===== src/rtl/dot_accum.sv =====
// Two-stage dot-product accumulator: stage 1 sums the parallel lane products of a beat,
// stage 2 accumulates the beat sums per vector. Define DOT_ACCUM_SAT_EN to saturate on overflow instead of wrapping.
module dot_accum #(
  parameter int unsigned Data_Width = 8,
  parameter int unsigned Para_Deg   = 3,
  parameter int unsigned Acc_Width  = 32,
  parameter int unsigned Len_Width  = 8
) (
  input  logic                             clk,
  input  logic                             reset,
  input  logic [Len_Width-1:0]             beat_count,
  input  logic                             in_valid,
  output logic                             in_ready,
  input  logic [Para_Deg*2*Data_Width-1:0] in_data,
  output logic                             out_valid,
  input  logic                             out_ready,
  output logic [Acc_Width-1:0]             out_data,
  output logic                             out_overflow
);

  localparam int unsigned PW  = 2 * Data_Width;
  localparam int unsigned SW  = PW + $clog2(Para_Deg);
  localparam int unsigned AW1 = Acc_Width + 1;

  typedef enum logic [1:0] {ACC, DRAIN, DONE} state_t;

  state_t               r_state;
  state_t               w_state_nxt;
  logic                 r_in_ready;
  logic [Len_Width-1:0] r_cnt;
  logic                 r_first;
  logic [SW-1:0]        r_s1_sum;
  logic                 r_s1_valid;
  logic                 r_s1_first;
  logic                 r_s1_last;
  logic [Acc_Width-1:0] r_acc;
  logic                 r_ovf;

  logic [SW-1:0]        w_lane_sum;
  logic [Len_Width-1:0] w_beats;
  logic [Len_Width-1:0] w_remaining;
  logic                 w_last;
  logic                 w_acc;
  logic                 w_hs;
  logic [AW1-1:0]       w_add;

  always_comb begin
    w_lane_sum = '0;
    for (int unsigned i = 0; i < Para_Deg; i++) begin
      w_lane_sum = w_lane_sum + SW'(in_data[i*PW +: PW]);
    end
  end

  assign w_beats     = (beat_count == '0) ? Len_Width'(1) : beat_count;
  assign w_remaining = r_first ? w_beats : r_cnt;
  assign w_last      = (w_remaining == Len_Width'(1));
  assign w_acc       = in_valid && r_in_ready && (r_state == ACC);
  assign w_hs        = (r_state == DONE) && out_ready;
  assign w_add       = {1'b0, r_acc} + AW1'(r_s1_sum);

  // DRAIN starts once the last beat sits in stage 1; in_ready already dropped when it was accepted,
  // so the result appears two edges after the final acceptance.
  always_comb begin
    w_state_nxt = r_state;
    case (r_state)
      ACC:     if (r_s1_valid && r_s1_last) w_state_nxt = DRAIN;
      DRAIN:   w_state_nxt = DONE;
      DONE:    if (out_ready) w_state_nxt = ACC;
      default: w_state_nxt = ACC;
    endcase
  end

  always_ff @(posedge clk or negedge reset) begin
    if (!reset) begin
      r_state    <= ACC;
      r_in_ready <= 1'b0;
      r_cnt      <= '0;
      r_first    <= 1'b1;
      r_s1_sum   <= '0;
      r_s1_valid <= 1'b0;
      r_s1_first <= 1'b0;
      r_s1_last  <= 1'b0;
    end else begin
      r_state    <= w_state_nxt;
      r_in_ready <= (w_state_nxt == ACC) && !(w_acc && w_last);
      r_s1_valid <= w_acc;
      if (w_acc) begin
        r_cnt      <= w_remaining - Len_Width'(1);
        r_first    <= 1'b0;
        r_s1_sum   <= w_lane_sum;
        r_s1_first <= r_first;
        r_s1_last  <= w_last;
      end else if (w_hs) begin
        r_first <= 1'b1;
      end
    end
  end

  always_ff @(posedge clk or negedge reset) begin
    if (!reset) begin
      r_acc <= '0;
      r_ovf <= 1'b0;
    end else if (w_hs) begin
      r_acc <= '0;
      r_ovf <= 1'b0;
    end else if (r_s1_valid) begin
      if (r_s1_first) begin
        r_acc <= Acc_Width'(r_s1_sum);
        r_ovf <= 1'b0;
      end else begin
`ifdef DOT_ACCUM_SAT_EN
        if (w_add[Acc_Width] || r_ovf) begin
          r_acc <= '1;
          r_ovf <= 1'b1;
        end else begin
          r_acc <= w_add[Acc_Width-1:0];
        end
`else
        r_acc <= w_add[Acc_Width-1:0];
        if (w_add[Acc_Width]) r_ovf <= 1'b1;
`endif
      end
    end
  end

  assign in_ready     = r_in_ready;
  assign out_valid    = (r_state == DONE);
  assign out_data     = r_acc;
  assign out_overflow = r_ovf;

endmodule


===== config.mk =====
export PLATFORM = sky130hd
export DESIGN_NAME = dot_accum
export DESIGN_NICKNAME = d
export VERILOG_FILES = /design/src/rtl/dot_accum.sv
export SDC_FILE = /design/constraint.sdc
export NUM_CORES = 1
export LEC_CHECK = 0
export BUFFER_PORTS_ARGS = -buffer_cell sky130_fd_sc_hd__buf_4
export CAP_MARGIN = 20
export CORE_MARGIN = 4
export CORE_UTILIZATION = 45
export CTS_CLUSTER_SIZE = 40
export DETAILED_ROUTE_END_ITERATION = 10
export PLACE_DENSITY = 0.69
export SETUP_SLACK_MARGIN = 0.2
export SYNTH_ARGS = -nofsm -noshare
export SYNTH_HDL_FRONTEND = slang
export SYNTH_SLANG_ARGS = --single-unit

===== constraint.sdc =====
create_clock -name clk -period 2.5 [get_ports clk]
set_input_delay 0.5 -clock clk [delete_from_list [all_inputs] [get_ports clk]]
set_output_delay 0.5 -clock clk [all_outputs]
set_load 0.005 [all_outputs]

Word level (Yosys, flattened, before mapping)
Cells that the tools add are included.

word-level totals
  flip-flop bits (word level) = 66
  latch bits = 0
  memory bits (writable) = 0
  memory bits (read-only) = 0
  bits of input ports = 60
  output and inout port bits = 35
  memories kept = 0

operators by class
  add/sub/neg operators = 4
  multiply operators = 0
  divide/modulo/power cells = 0
  magnitude comparators = 0
  eq/ne operators = 3
  shift-type cells = 0
  mux-type cells = 14
  bitwise logic cells = 0
  reduce and logical (&&, ||, !) cells = 14

operators by type and width
  kind                 count
  $mux 32              3
  $add 32x18->33       1
  $add 17x16->18       1
  $add 16x16->17       1
  $mux 8               2
  $eq 8x1->1 const B   1
  $logic_not 8->1      1
  $sub 8x1->8 const B  1
  $logic_and 1x1->1    6
  $mux 1               6
  $pmux 2 s3           1
  $logic_not 2->1      2
  $mux 2               2
  $reduce_bool 2->1    2
  $reduce_bool 3->1    1
  $eq 2x1->1 const B   1
  $eq 2x2->1 const B   1
  $reduce_and 2->1     1
  $logic_not 1->1      1

Longest topological paths before layout
Gate-level depths: netlist of run 1.

  word-level depth = 7
  mapped depth = 13

Worst setup path after synthesis of run 1
Ideal clock, no wire load.

  path kind = input port to flip-flop
  start = input in_data[1]
  end = register r_s1_sum[15]
  library setup time = 0.129 ns
  data arrival time = 2.701 ns
  required time = 2.371 ns
  setup slack = -0.331 ns
  cell stages on the path = 11
  cells stage by stage = fa_1 > ha_1 > inv_1 > fa_1 > nor2b_1 > o21ai_0 > a21boi_1 > o2111ai_1 > a211oi_1 > or4_1 > nand3_1

between the ends
  cells in the longest elaborated chain, start to end = 2

ends and longest elaborated chain
  item                  line  text
  start, declared       14    input logic [Para_Deg*2*Data_Width-1:0] in_data,
  $add 16x16->17        50    w_lane_sum = w_lane_sum + SW'(in_data[i*PW +: PW]);
  $add 17x16->18        50
  end signal, assigned  90    r_s1_sum <= w_lane_sum;
  end, declared         32    logic [SW-1:0] r_s1_sum;

Every way passes these cells.
A chain may end at the register's enable or synchronous reset.

Final worst setup path of run 1
  start = input in_data[1]
  end = register r_s1_sum[17]

The elaborated chain is that of the path after synthesis.

==> results of run 1 <==
[metrics by stage]
stage | instance area [um^2] | total power (uW) | utilization (%)
6_report | 7625 | 10840 | 69.12
5_1_grt | 7625 | 11630 | 69.12
4_1_cts | 7242 | 9792 | 65.65
3_5_place_dp | 6509 | 7503 | 59.01
3_3_place_gp | 6509 | 7290 | 59.01
2_1_floorplan | 5265 | 5635 | -
[power breakdown]
group          internal, uW  total [uW]  switching (uW)  leakage [uW]
sequential             1510        2020             504      0.000796
clock                   896        1350             459      0.000156
combinational          3810        7460            3660       0.00241
[logic make-up (layout without fill, tap and decap cells)]
logic type | count (synthesis) | count (layout)
AO/OA/AOI/OAI | 190 | 190
AND/OR/NAND/NOR | 190 | 190
flip-flops | 66 | 66
adder cells (fa/ha/maj) | 53 | 53
buffers and inverters | 43 | 221
XOR/XNOR | 26 | 26
multiplexers | 15 | 15
[routing by layer]
metal | up-vias | global-route usage [%] | part of all wire [%]
met3 | 25 | 3.684 | 4.7
met2 | 137 | 36.50 | 49
met4 | 0 | 6.729 | 1.7
met1 | 2444 | 27.82 | 44
met5 | - | 0 | 0
li1 | 2473 | - | -
[Yosys cell counts (3+ instances only)]
cell / n / area, um^2
sky130_fd_sc_hd__a31oi_1: 5 / 31.28
sky130_fd_sc_hd__fa_1: 18 / 360.4
sky130_fd_sc_hd__o31a_1: 3 / 26.28
sky130_fd_sc_hd__o2111ai_1: 4 / 35.03
sky130_fd_sc_hd__o21a_1: 8 / 60.06
sky130_fd_sc_hd__nor3b_1: 3 / 22.52
sky130_fd_sc_hd__xor2_1: 16 / 140.1
sky130_fd_sc_hd__inv_1: 18 / 67.56
sky130_fd_sc_hd__xnor2_1: 10 / 87.58
sky130_fd_sc_hd__or4_1: 9 / 67.56
sky130_fd_sc_hd__o211ai_1: 8 / 60.06
sky130_fd_sc_hd__a211oi_1: 9 / 67.56
sky130_fd_sc_hd__mux2i_1: 11 / 110.1
sky130_fd_sc_hd__dfrtp_1: 65 / 1627
sky130_fd_sc_hd__a22oi_1: 4 / 30.03
sky130_fd_sc_hd__nor2b_1: 7 / 43.79
sky130_fd_sc_hd__or3_1: 11 / 68.82
sky130_fd_sc_hd__nand2_1: 64 / 240.2
sky130_fd_sc_hd__or2_2: 3 / 18.77
sky130_fd_sc_hd__nor2_1: 42 / 157.7
sky130_fd_sc_hd__o211a_1: 3 / 30.03
sky130_fd_sc_hd__clkbuf_1: 15 / 56.30
sky130_fd_sc_hd__o21ai_1: 6 / 30.03
sky130_fd_sc_hd__a21o_1: 9 / 67.56
sky130_fd_sc_hd__o21ai_0: 50 / 250.2
sky130_fd_sc_hd__a21oi_1: 49 / 245.2
sky130_fd_sc_hd__nor3_1: 15 / 75.07
sky130_fd_sc_hd__ha_1: 35 / 437.9
sky130_fd_sc_hd__and2_1: 3 / 18.77
sky130_fd_sc_hd__buf_1: 5 / 18.77
sky130_fd_sc_hd__nand3_1: 14 / 70.07
sky130_fd_sc_hd__mux2_2: 4 / 45.04
sky130_fd_sc_hd__o31ai_1: 12 / 90.09
sky130_fd_sc_hd__and3_1: 5 / 31.28
[worst max-delay path, stage by stage]
cell,delay (ns)
sky130_fd_sc_hd__buf_6,0.09
sky130_fd_sc_hd__fa_1,0.53
sky130_fd_sc_hd__ha_2,0.18
sky130_fd_sc_hd__inv_2,0.04
sky130_fd_sc_hd__fa_2,0.34
sky130_fd_sc_hd__nor2b_2,0.13
sky130_fd_sc_hd__o21ai_2,0.07
sky130_fd_sc_hd__a21boi_2,0.17
sky130_fd_sc_hd__o2111ai_2,0.19
sky130_fd_sc_hd__a211oi_2,0.30
sky130_fd_sc_hd__a21oi_1,0.12
sky130_fd_sc_hd__o22ai_1,0.16
[layout make-up]
class / instances / area [um^2]
well taps: 140 / 175.2
fillers: 828 / 3406
flip-flops and latches: 66 / 1657
inverters: 19 / 71.32
multi-input cells: 474 / 3899
clock inverters: 5 / 77.57
repair buffers: 186 / 1503
clock buffers: 11 / 242.7
[registers in the layout, summed over array words and instances (netlist names)]
name / flops
in_ready: 1
r_cnt: 8
r_s1_first: 1
r_state: 2
r_s1_valid: 1
out_overflow: 1
r_s1_last: 1
out_data: 32
r_first: 1
r_s1_sum: 18
[path summary, 6_finish.rpt]
check / endpoint / from / cells after the start
setup / recovery: r_s1_sum[17] / in_data[1] / 12
hold / removal: out_data[4] / reset / 1
setup reg to reg: out_data[19] / r_s1_sum[4] / 10
hold reg to reg: r_s1_last / r_s1_last / 1
max in group asynchronous: out_data[10] / reset / 1
min in group clk: r_s1_last / r_s1_last / 1
[timing repair]
action	in CTS	in global routing
cloned	1	1
pin swaps	61	42
setup endpoints to repair	31	39
endpoints found under the hold margin	0	0
resized for setup	55	61
buffers inserted	21	8
==> results.md, run 1 <==
* Post-synth design cell area at about 5200 um^2
* Crit end category: flop
* Via total after detailed routing at approximately 5100
* HPWL after detailed placement at approximately 10000 um
* I/O Pins at 95
* Die height at roughly 120 um
* Most used flip-flop cell after synthesis: sky130_fd_sc_hd__dfrtp_1
* Nets at slightly below 900
* Avg Cell Area, Syn at roughly 8.9 um^2
* Final setup slack of the worst path at -0.06126 ns
* Hold Fails Final Rpt at 0
* Library cell used as clock root buffer: sky130_fd_sc_hd__clkbuf_16
* Fraction of the mapped netlist area in compound gates at a little under a quarter
* Worst-case clock skew at about 0.0055 ns
* Hold Slack at ~0.27 ns
* Peak clock frequency supported by timing at just under 400 MHz
* Pin count of the biggest net entering global routing at between 60 and 70
* Gr ovfl total at 0
* Minimum setup slack among reg-to-reg paths at 0.05 ns
* Arrival time worst endpoint at about 2.8 ns
* Status: finished with violations
* Cell count after placement at 854
* Type of the most critical hold path: primary input to async pin
* Number of violations of the max-capacitance limit at 0
* Failing checks: setup timing
* TritonRoute pass-1 iters at 5
* Final critical delay including setup and external delays at around 2.6 ns
* Setup repair after global routing missed its margin: yes
* Max_slew headroom at a little over two fifths
* First-pass GRT wire length at around 23000 um
* Final cell count without fillers at approximately 900
* Post-Place Setup Slack at -0.4443 ns
* Portion of the post-synthesis area used by sequential elements at 31.94%
* Clock tree from TritonCTS: yes
* Wire length reported by the detailed router at 14730 um
* Fraction of the mapped netlist area in adder cells at roughly 15%
* CP max FO at 3
* Number of global-route vias before repair at between 4000 and 5000
* Post-route DRC at 0
* Wirelength per Cell at between 15 and 20 um
* Clock net sink count at 66
* Number of standard-cell rows in the floorplan at 38
* Port buffer count at between 90 and 100
* Most common cell after layout, fill and taps aside: sky130_fd_sc_hd__buf_4
* Overall die area at between 10000 and 15000 um^2
* Yosys warning total at 0
* Cts hold-fix bufs at 0
* Fraction of the cycle the final worst path needs at 102.5%
* Post-detailed-route count of antenna-violating nets at 0
* Worst path required time at between 2 and 3 ns
* Synthesized-area fraction occupied by xor and xnor cells at under 10%
* Die extent in x at roughly 120 um
* Simple-gate area share of the yosys netlist at ~18%
* CTS H-tree depth at 3
* Nature of the critical path startpoint: primary input
* Detail-routed via count per cell at 5.637
* Syn_nets at about 700
* Synthesized instance count at just under 600
* Category of the most critical setup path: primary input to flop
* Number of design-rule violations left by the first detailed-router iteration at 291
* Combinational family with the most area after synthesis: compound AO/OA/AOI/OAI gates
* Buffers from clock root to sink, at most at 2
* Antenna violations before repair at 0
* Syn-to-layout area delta at 47.34%
* Placer Congestion at ~0.92
* Worst-margin pin slew at approximately 0.85 ns
* Clock Pin Slew Worst Setup and Hold Paths at 0.05 ns
* Synth cell types at 66
* Setup TNS Final at -0.2496 ns
* Most frequent cells in the layout: sky130_fd_sc_hd__buf_4 (166), sky130_fd_sc_hd__nand2_1 (63), sky130_fd_sc_hd__dfrtp_1 (62)
* Total core area at ~11000 um^2
* Number of enable flip-flop cells after synthesis at 0
* Final Slew Violations at 0
* Power per Cell Area at around 1400 nW/um^2
* #FFs+latches synth at between 60 and 70
* Initial standard-cell utilization of the core at between 40% and 50%
* Antenna fix cells at 0
* TritonCTS Buffers at 9
* Source-to-sink clock delay at the later pin of the worst-skew pair at around 0.33 ns
* Async set-reset flop share out of synthesis at 100.0%
* Fraction of layout instances using a drive strength above 1 at between 40% and 50%
* Leakage component of the power at 0.003363 uW
* Final count of negative-setup-slack endpoints at 7
* Mux share of post-synthesis cell area at under 10%
* Max rail drop VDD at between 0.7 and 0.8 mV
* Global Route Usage Sum at about 21%
No activity file was read; power rests on OpenSTA's default activity.
==> run 2, diff against run 1 <==
--- a/config.mk
+++ b/config.mk
@@ -5,6 +5,7 @@
 export SDC_FILE = /design/constraint.sdc
 export NUM_CORES = 1
 export LEC_CHECK = 0
+export ABC_AREA = 1
 export BUFFER_PORTS_ARGS = -buffer_cell sky130_fd_sc_hd__buf_4
 export CAP_MARGIN = 20
 export CORE_MARGIN = 4
@@ -16,3 +17,4 @@
 export SYNTH_ARGS = -nofsm -noshare
 export SYNTH_HDL_FRONTEND = slang
 export SYNTH_SLANG_ARGS = --single-unit
+export TNS_END_PERCENT = 10
==> results.md, run 2 <==
* Final critical delay including setup and external delays at 2.165 ns (was 2.561 ns)
* Clock Pin Slew Worst Setup and Hold Paths at 0.06 ns (was 0.05 ns)
* Antenna fix cells at 0 (unchanged)
* Buffers from clock root to sink, at most at 2 (unchanged)
* Cell area after placement at 6650 um^2 (was 6509 um^2)
* Number of enable flip-flop cells after synthesis at 0 (unchanged)
* Cell seen most often among critical-path stages: sky130_fd_sc_hd__nand2_1
* Most common cell after layout, fill and taps aside: sky130_fd_sc_hd__nand2_1 (was sky130_fd_sc_hd__buf_4)
* Yosys warning total at 0 (unchanged)
* Cell taking the most area after synthesis: sky130_fd_sc_hd__dfrtp_1 (unchanged)
* Global Route Usage Sum at 20.21% (was 21.43%)
* Gr ovfl total at 0 (unchanged)
* Final setup slack of the worst path at 0.3350 ns (was -0.06126 ns)
* Port buffer count at 94 (unchanged)
* TritonCTS Buffers at 9 (unchanged)
* Hold Fails Final Rpt at 0 (unchanged)
* Leakage component of the power at 0.003789 uW (was 0.003363 uW)
* Synthesized-area fraction occupied by xor and xnor cells at 1.696% (was 4.400%)
* Clock tree from TritonCTS: yes (unchanged)
* Wire length reported by the detailed router at 14140 um (was 14730 um)
* Total core area at 12160 um^2 (was 11030 um^2)
* Setup repair after global routing missed its margin: no (was yes)
* Worst-case clock skew at 0.008486 ns (was 0.005534 ns)
* Status: completed (was finished with violations)
* Endpoint of the worst setup timing path: r_s1_sum[15] (was r_s1_sum[17])
* Post-Place Setup Slack at -0.03192 ns (was -0.4443 ns)
* #FFs+latches synth at 66 (unchanged)
* HPWL after detailed placement at 11050 um (was 9969 um)
* Placer Congestion at 0.8926 (was 0.9232)
* Source-to-sink clock delay at the later pin of the worst-skew pair at 0.34 ns (was 0.33 ns)
* Initial standard-cell utilization of the core at 46.71% (was 46.91%)
* Fraction of the mapped netlist area in compound gates at 10.33% (was 23.91%)
* Simple-gate area share of the yosys netlist at 35.97% (was 17.87%)
* Minimum setup slack among reg-to-reg paths at 0.39 ns (was 0.05 ns)
* Max rail drop VDD at 0.3895 mV (was 0.7576 mV)
* Setup TNS Final at 0 ns (was -0.2496 ns)
* Switching part of the total power at 47.29% (was 42.63%)
* Syn_nets at 947 (was 696)
* CTS H-tree depth at 3 (unchanged)
* Number of global-route vias before repair at 5136 (was 4998)
* Hold Slack at 0.2502 ns (was 0.2672 ns)
* Power per Cell Area at 1121 nW/um^2 (was 1421 nW/um^2)
* Nature of the critical path startpoint: primary input (unchanged)
* I/O Pins at 95 (unchanged)
* Power share of the clock group at 17.6% (was 12.5%)
* Async set-reset flop share out of synthesis at 100.0% (unchanged)
* Combinational family with the most area after synthesis: simple AND/OR/NAND/NOR gates (was compound AO/OA/AOI/OAI gates)
* Register share of total power at 24.1% (was 18.6%)
* Max FFs per register at 32 (unchanged)
* Most area-consuming cells after synthesis: sky130_fd_sc_hd__dfrtp_1 (29%), sky130_fd_sc_hd__nand2_1 (18%), sky130_fd_sc_hd__ha_1 (7.7%) (was sky130_fd_sc_hd__dfrtp_1 (31%), sky130_fd_sc_hd__ha_1 (8.5%), sky130_fd_sc_hd__fa_1 (7.0%))
* Worst reg2reg startpoint: out_data[0] (was r_s1_sum[4])
* Type of the most critical hold path: primary input to async pin (unchanged)
* Delay of the slowest cell on the worst path at 0.53 ns (about the same)
* Die height at 120.4 um (was 115.2 um)
* Number of violations of the max-capacitance limit at 0 (unchanged)
* Most instantiated library cell after synthesis: sky130_fd_sc_hd__nand2_1 (was sky130_fd_sc_hd__dfrtp_1)
* Synth cell types at 41 (was 66)
* Portion of the post-synthesis area used by sequential elements at 29.10% (was 31.94%)
* Number of standard-cell rows in the floorplan at 40 (was 38)
* Final count of negative-setup-slack endpoints at 0 (was 7)
* Fraction of the mapped netlist area in adder cells at 14.05% (was 15.43%)
* Number of design-rule violations left by the first detailed-router iteration at 199 (was 291)
* Arrival time worst endpoint at 2.40 ns (was 2.82 ns)
* TritonRoute pass-1 iters at 4 (was 5)
* Synthesized instance count at 834 (was 583)
* Category of the most critical setup path: primary input to flop (unchanged)
* Crit end category: flop (unchanged)
* Length in cells of the worst reg-to-reg path at 10 (unchanged)
* Via total after detailed routing at 5492 (was 5079)
* Syn-to-layout area delta at 22.84% (was 47.34%)
* Die extent in x at 120.4 um (was 115.2 um)
* Most used flip-flop cell after synthesis: sky130_fd_sc_hd__dfrtp_1 (unchanged)
* Avg Cell Area, Syn at 6.811 um^2 (was 8.876 um^2)
* Endpoint of the worst register-to-register path: out_data[24] (was out_data[19])
* Peak clock frequency supported by timing at 461.9 MHz (was 390.4 MHz)
* Switching power summed over all nets at 3699 uW (was 4619 uW)
* Library cell used as clock root buffer: sky130_fd_sc_hd__clkbuf_16 (unchanged)
* Post-route DRC at 0 (unchanged)
* Overall die area at 14490 um^2 (was 13280 um^2)
* Antenna violations before repair at 0 (unchanged)
* Critical Path Start: in_data[1] (unchanged)
* Wirelength per Cell at 12.70 um (was 16.34 um)
* Mux share of post-synthesis cell area at 0.3524% (was 2.998%)
* Worst-margin pin slew at 0.8626 ns (was 0.8539 ns)
* Max_slew headroom at 42.50% (was 43.08%)
* Fraction of layout instances using a drive strength above 1 at 18.20% (was 40.34%)
* Final standard cell area without fillers at 6978 um^2 (was 7625 um^2)
* Worst path required time at 2.74 ns (was 2.76 ns)
* Post-detailed-route count of antenna-violating nets at 0 (unchanged)
* Cell types with the highest counts after synthesis: sky130_fd_sc_hd__nand2_1 (266), sky130_fd_sc_hd__inv_1 (105), sky130_fd_sc_hd__nor2_1 (86) (was sky130_fd_sc_hd__dfrtp_1 (65), sky130_fd_sc_hd__nand2_1 (64), sky130_fd_sc_hd__o21ai_0 (50))
* Post-CTS setup buffers at 0 (was 21)
* Post-synth design cell area at 5680 um^2 (was 5175 um^2)
* Pin count of the biggest net entering global routing at 67 (unchanged)
* Most frequent cells in the layout: sky130_fd_sc_hd__nand2_1 (264), sky130_fd_sc_hd__buf_4 (109), sky130_fd_sc_hd__inv_1 (105) (was sky130_fd_sc_hd__buf_4 (166), sky130_fd_sc_hd__nand2_1 (63), sky130_fd_sc_hd__dfrtp_1 (62))
* Cell with the largest stage delay on the worst path: sky130_fd_sc_hd__fa_1 (unchanged)
* CP max FO at 4 (was 3)
* First-pass GRT wire length at 23920 um (was 23120 um)
* Fraction of the cycle the final worst path needs at 86.60% (was 102.5%)
* Internal Pwr Total at 4122 uW (was 6217 uW)
* Portion of synthesized cell area occupied by the leading cell type at 28.63% (was 31.43%)
* Clock net sink count at 66 (unchanged)
* Comb power frac at 58.3% (was 68.9%)
* Nets at 1053 (was 869)
* Final Slew Violations at 0 (unchanged)
* Detail-routed via count per cell at 4.934 (was 5.637)
* Critical Path, Cell by Cell: buf_4 -> fa_1 -> ha_1 -> inv_1 -> fa_2 -> o21ai_2 -> nand2_1 -> nand2_2 -> nand3_1 -> nand2_1 -> nand2_1 -> nand3_1 -> nand2_1 (was buf_6 -> fa_1 -> ha_2 -> inv_2 -> fa_2 -> nor2b_2 -> o21ai_2 -> a21boi_2 -> o2111ai_2 -> a211oi_2 -> a21oi_1 -> o22ai_1)
[run 2: changes by cell type after synthesis, sizes merged, moves of 9 or more]
| cell | previous run | this run |
|---|---|---|
| nand2 | 64 | 275 |
| inv | 18 | 109 |
| nand3 | 15 | 69 |
| nor2 | 43 | 93 |
| o21ai | 58 | 44 |
| or3 | 11 | 0 |
| a211oi | 10 | 0 |
| o31ai | 13 | 3 |
| mux2i | 11 | 2 |
| o211ai | 9 | 0 |
| or4 | 9 | 0 |
| xor2 | 16 | 7 |
[run 2: layer usage]
metal	routed length [um]	part of all wire [%]	global-route usage, %	vias up
li1	-	-	-	2873
met1	6673	47	27.11	2487
met2	6718	48	33.75	119
met3	588	4.2	3.274	13
met4	156	1.1	5.949	0
met5	0	0	0	-
[run 2: worst min path at each step]
stage | start | to | slack [ns] | cells after the start
CTS | reset | out_data[27] | 0.31 | 1
finish | reset | out_data[1] | 0.25 | 1
global placement | r_cnt[7] | r_cnt[7] | 0.46 | 2
detailed placement | r_cnt[7] | r_cnt[7] | 0.46 | 2
global route | reset | out_data[27] | 0.36 | 1
floorplan | reset | in_ready | 0.20 | 0
[run 2: cells by family (layout without fill, tap and decap cells)]
group / count (synthesis) / after routing
and+or+nand+nor: 470 / 470
buffers and inverters: 124 / 235
AOI/OAI and AO/OA: 108 / 108
DFF: 66 / 66
adders and majority gates: 53 / 53
xor gates and xnor gates: 11 / 11
muxes: 2 / 2
[run 2: timing repair]
action                     CTS  global route
setup endpoints to repair    0             5
gates resized for setup      0             3
hold buffers                 0             0
[run 2: critical path, delay by kind of cell]
| family | cells | cell delay [ns] |
|---|---|---|
| adder cells (fa/ha/maj) | 3 | 1.04 |
| AND/OR/NAND/NOR | 7 | 0.51 |
| AO/OA/AOI/OAI | 1 | 0.17 |
| buffers and inverters | 2 | 0.17 |
[run 2: layout make-up]
type / count / area, um^2
clock buffer: 10 / 229.0
clock inverter: 6 / 90.09
fill: 1213 / 5184
inverter: 110 / 415.4
multi-input combinational: 644 / 3562
sequential: 66 / 1653
tap: 168 / 210.2
timing repair buffer: 109 / 818.3
[run 2: per-stage QoR]
stage / power [uW] / cells / utilization [%]
floorplan: 5035 / 834 / -
global placement: 6374 / 1097 / 54.68
detailed placement: 6413 / 1097 / 54.68
CTS: 7847 / 1113 / 57.30
global route: 8607 / 1113 / 57.38
finish: 7821 / 1113 / 57.38
[run 2: power groups by stage]
stage	clock network, uW	logic (uW)	registers (uW)
after floorplan	0	3260	1770
after global placement	0	4490	1880
after detailed placement	0	4520	1890
after CTS	1400	4560	1880
after global routing	1450	5220	1940
final	1380	4560	1880
==> run 3, diff against run 2 <==
--- a/config.mk
+++ b/config.mk
@@ -12,7 +12,7 @@
 export CORE_UTILIZATION = 45
 export CTS_CLUSTER_SIZE = 40
 export DETAILED_ROUTE_END_ITERATION = 10
-export PLACE_DENSITY = 0.69
+export PLACE_DENSITY = 0.8
 export SETUP_SLACK_MARGIN = 0.2
 export SYNTH_ARGS = -nofsm -noshare
 export SYNTH_HDL_FRONTEND = slang
==> constraint.sdc (replaced) <==
create_clock -name clk -period 1.9 [get_ports clk]
set_input_delay 0.38 -clock clk [delete_from_list [all_inputs] [get_ports clk]]
set_output_delay 0.38 -clock clk [all_outputs]
set_load 0.005 [all_outputs]
==> results.md, run 3 (same netlist as run 2, synthesis figures left out) <==
* Number of global-route vias before repair at 6160 (was 5136)
* Max_slew headroom at 67.73% (was 42.50%)
* Critical Path, Cell by Cell: buf_4 -> fa_1 -> inv_1 -> fa_2 -> o21ai_4 -> nand2_2 -> nand2_4 -> nand2_1 -> nand2_1 -> nand2_1 -> nand3_1 -> o21ai_1 (was buf_4 -> fa_1 -> ha_1 -> inv_1 -> fa_2 -> o21ai_2 -> nand2_1 -> nand2_2 -> nand3_1 -> nand2_1 -> nand2_1 -> nand3_1 -> nand2_1)
* Clock net sink count at 66 (unchanged)
* Worst-case clock skew at 0.007985 ns (was 0.008486 ns)
* Category of the most critical setup path: primary input to flop (unchanged)
* Number of design-rule violations left by the first detailed-router iteration at 499 (was 199)
* Final Slew Violations at 0 (unchanged)
* Most common cell after layout, fill and taps aside: sky130_fd_sc_hd__nand2_1 (unchanged)
* Post-Place Setup Slack at -0.5366 ns (was -0.03192 ns)
* Cell seen most often among critical-path stages: sky130_fd_sc_hd__nand2_1 (unchanged)
* Power per Cell Area at 1594 nW/um^2 (was 1121 nW/um^2)
* Status: finished with violations (was completed)
* Gr ovfl total at 0 (unchanged)
* Final cell count without fillers at 1173 (was 1113)
* Delay of the slowest cell on the worst path at 0.62 ns (was 0.53 ns)
* Cell count after placement at 1153 (was 1097)
* Port buffer count at 94 (unchanged)
* CP max FO at 4 (unchanged)
* Setup repair after global routing missed its margin: yes (was no)
* Most frequent cells in the layout: sky130_fd_sc_hd__nand2_1 (241), sky130_fd_sc_hd__buf_4 (163), sky130_fd_sc_hd__inv_1 (100) (was sky130_fd_sc_hd__nand2_1 (264), sky130_fd_sc_hd__buf_4 (109), sky130_fd_sc_hd__inv_1 (105))
* Library cell used as clock root buffer: sky130_fd_sc_hd__clkbuf_16 (unchanged)
* Buffers from clock root to sink, at most at 2 (unchanged)
* Via total after detailed routing at 6252 (was 5492)
* Fraction of the cycle the final worst path needs at 112.3%
* Syn-to-layout area delta at 43.48% (was 22.84%)
* Die height at 120.4 um (unchanged)
* Initial standard-cell utilization of the core at 46.71% (unchanged)
* Final critical delay including setup and external delays at roughly 2.1 ns
* Wire length reported by the detailed router at 17610 um (was 14140 um)
* Final count of negative-setup-slack endpoints at 14 (was 0)
* Arrival time worst endpoint at 2.35 ns (was 2.40 ns)
* Type of the most critical hold path: primary input to async pin (unchanged)
* Number of violations of the max-capacitance limit at 0 (unchanged)
* Max FFs per register at 32 (unchanged)
* Fraction of layout instances using a drive strength above 1 at 33.93% (was 18.20%)
* CP delay by family, top: adder cells (unchanged)
* Clock tree from TritonCTS: yes (unchanged)
* Source-to-sink clock delay at the later pin of the worst-skew pair at 0.34 ns (about the same)
* Final setup slack of the worst path at -0.2336 ns (was 0.3350 ns)
* Overall die area at 14490 um^2 (unchanged)
* Number of standard-cell rows in the floorplan at 40 (unchanged)
* Max rail drop VDD at 0.6964 mV (was 0.3895 mV)
* Clock Pin Slew Worst Setup and Hold Paths at 0.06 ns (about the same)
* Buffers plus inverters on the worst setup path at 2 (unchanged)
* Wirelength per Cell at 15.01 um (was 12.70 um)
* Total core area at 12160 um^2 (unchanged)
* Nature of the critical path startpoint: primary input (unchanged)
* HPWL after detailed placement at 11640 um (was 11050 um)
* Hold Fails Final Rpt at 5 (was 0)
* Leakage component of the power at 0.004187 uW (was 0.003789 uW)
* Placer Congestion at 0.9458 (was 0.8926)
* Detail-routed via count per cell at 5.330 (was 4.934)
* Cts hold-fix bufs at 0 (unchanged)
* I/O Pins at 95 (unchanged)
* Peak clock frequency supported by timing at 468.7 MHz
* CTS H-tree depth at 3 (unchanged)
* TritonRoute pass-1 iters at 6 (was 4)
* Die extent in x at 120.4 um (unchanged)
* Antenna fix cells at 0 (unchanged)
* Antenna violations before repair at 0 (unchanged)
* Hold Slack at -0.01959 ns (was 0.2502 ns)
* Post-detailed-route count of antenna-violating nets at 0 (unchanged)
* Total power at 12990 uW (was 7821 uW)
* Failing checks: hold timing, setup timing
* Crit end category: flop (unchanged)
* Worst-margin pin slew at 0.4840 ns (was 0.8626 ns)
* Worst path required time at 2.12 ns (was 2.74 ns)
* TritonCTS Buffers at 9 (unchanged)
* Post-route DRC at 0 (unchanged)
* Cell with the largest stage delay on the worst path: sky130_fd_sc_hd__fa_1 (unchanged)
* Pin count of the biggest net entering global routing at 35 (was 67)
* Nets at 1113 (was 1053)
* Global Route Usage Sum at 23.78% (was 20.21%)
* First-pass GRT wire length at 28300 um (was 23920 um)
-- run 3: cell count changes in the layout (fill, tap and decap cells not counted), moves of 18 or more --
cell,before,now
sky130_fd_sc_hd__nand2_2,9,27
sky130_fd_sc_hd__a21oi_1,49,31
sky130_fd_sc_hd__nand2_1,264,241
sky130_fd_sc_hd__ha_4,0,26
sky130_fd_sc_hd__buf_4,109,163
sky130_fd_sc_hd__ha_1,35,8
-- run 3: where the power goes --
group          total, uW  internal [uW]  leakage (uW)  switching, uW
clock               1700           1030      0.000150            672
sequential          2560           1940      0.000825            613
combinational       8730           3820       0.00321           4910
total              13000           6790       0.00419           6200
-- run 3: per-layer routing --
layer / track usage [%] / up-vias / part of all wire, %
li1: - / 3000 / -
met1: 28.88 / 2907 / 40
met2: 41.66 / 283 / 50
met3: 4.818 / 62 / 6.7
met4: 8.853 / 0 / 3.5
met5: 0 / - / 0
-- run 3: area by class of cell --
cell class | instances | area [um^2]
clock inverter | 7 | 78.83
sequential | 66 | 1655
fill | 938 | 4011
inverter | 110 | 417.9
tap | 168 | 210.2
multi-input combinational | 644 | 4263
clock buffer | 9 | 225.2
timing repair buffer | 169 | 1300
-- run 3: what timing repair did --
action	CTS	global route
buffers inserted	2	2
pin swaps	47	36
endpoints found under the hold margin	0	0
resized for setup	88	53
setup endpoints to repair	48	54
-- run 3: worst paths after layout --
path                        startpoint  cells past startpoint  slack, ns      endpoint
max                         in_data[2]                     12      -0.23   r_s1_sum[9]
max in group asynchronous        reset                      2       1.35   r_s1_sum[1]
min reg2reg                   r_cnt[7]                      2       0.49      r_cnt[7]
max reg2reg                r_s1_sum[2]                      9      -0.01  out_data[13]
min in group clk              in_valid                      3       0.33    r_s1_valid
min                              reset                      1      -0.02   out_data[1]
-- run 3: metrics by stage --
step / utilization [%] / instance area (um^2) / TNS [ns] / hold WS [ns]
6_report: 67.02 / 8150 / -1.402 / -0.01959
5_1_grt: 67.02 / 8150 / -3.013 / 0.01327
4_1_cts: 64.85 / 7886 / -0.9326 / 0.003561
3_5_place_dp: 58.30 / 7091 / -7.599 / 0.3648
3_3_place_gp: 58.30 / 7091 / -6.515 / 0.3670
2_1_floorplan: - / 5697 / -2.623 / 0.08441
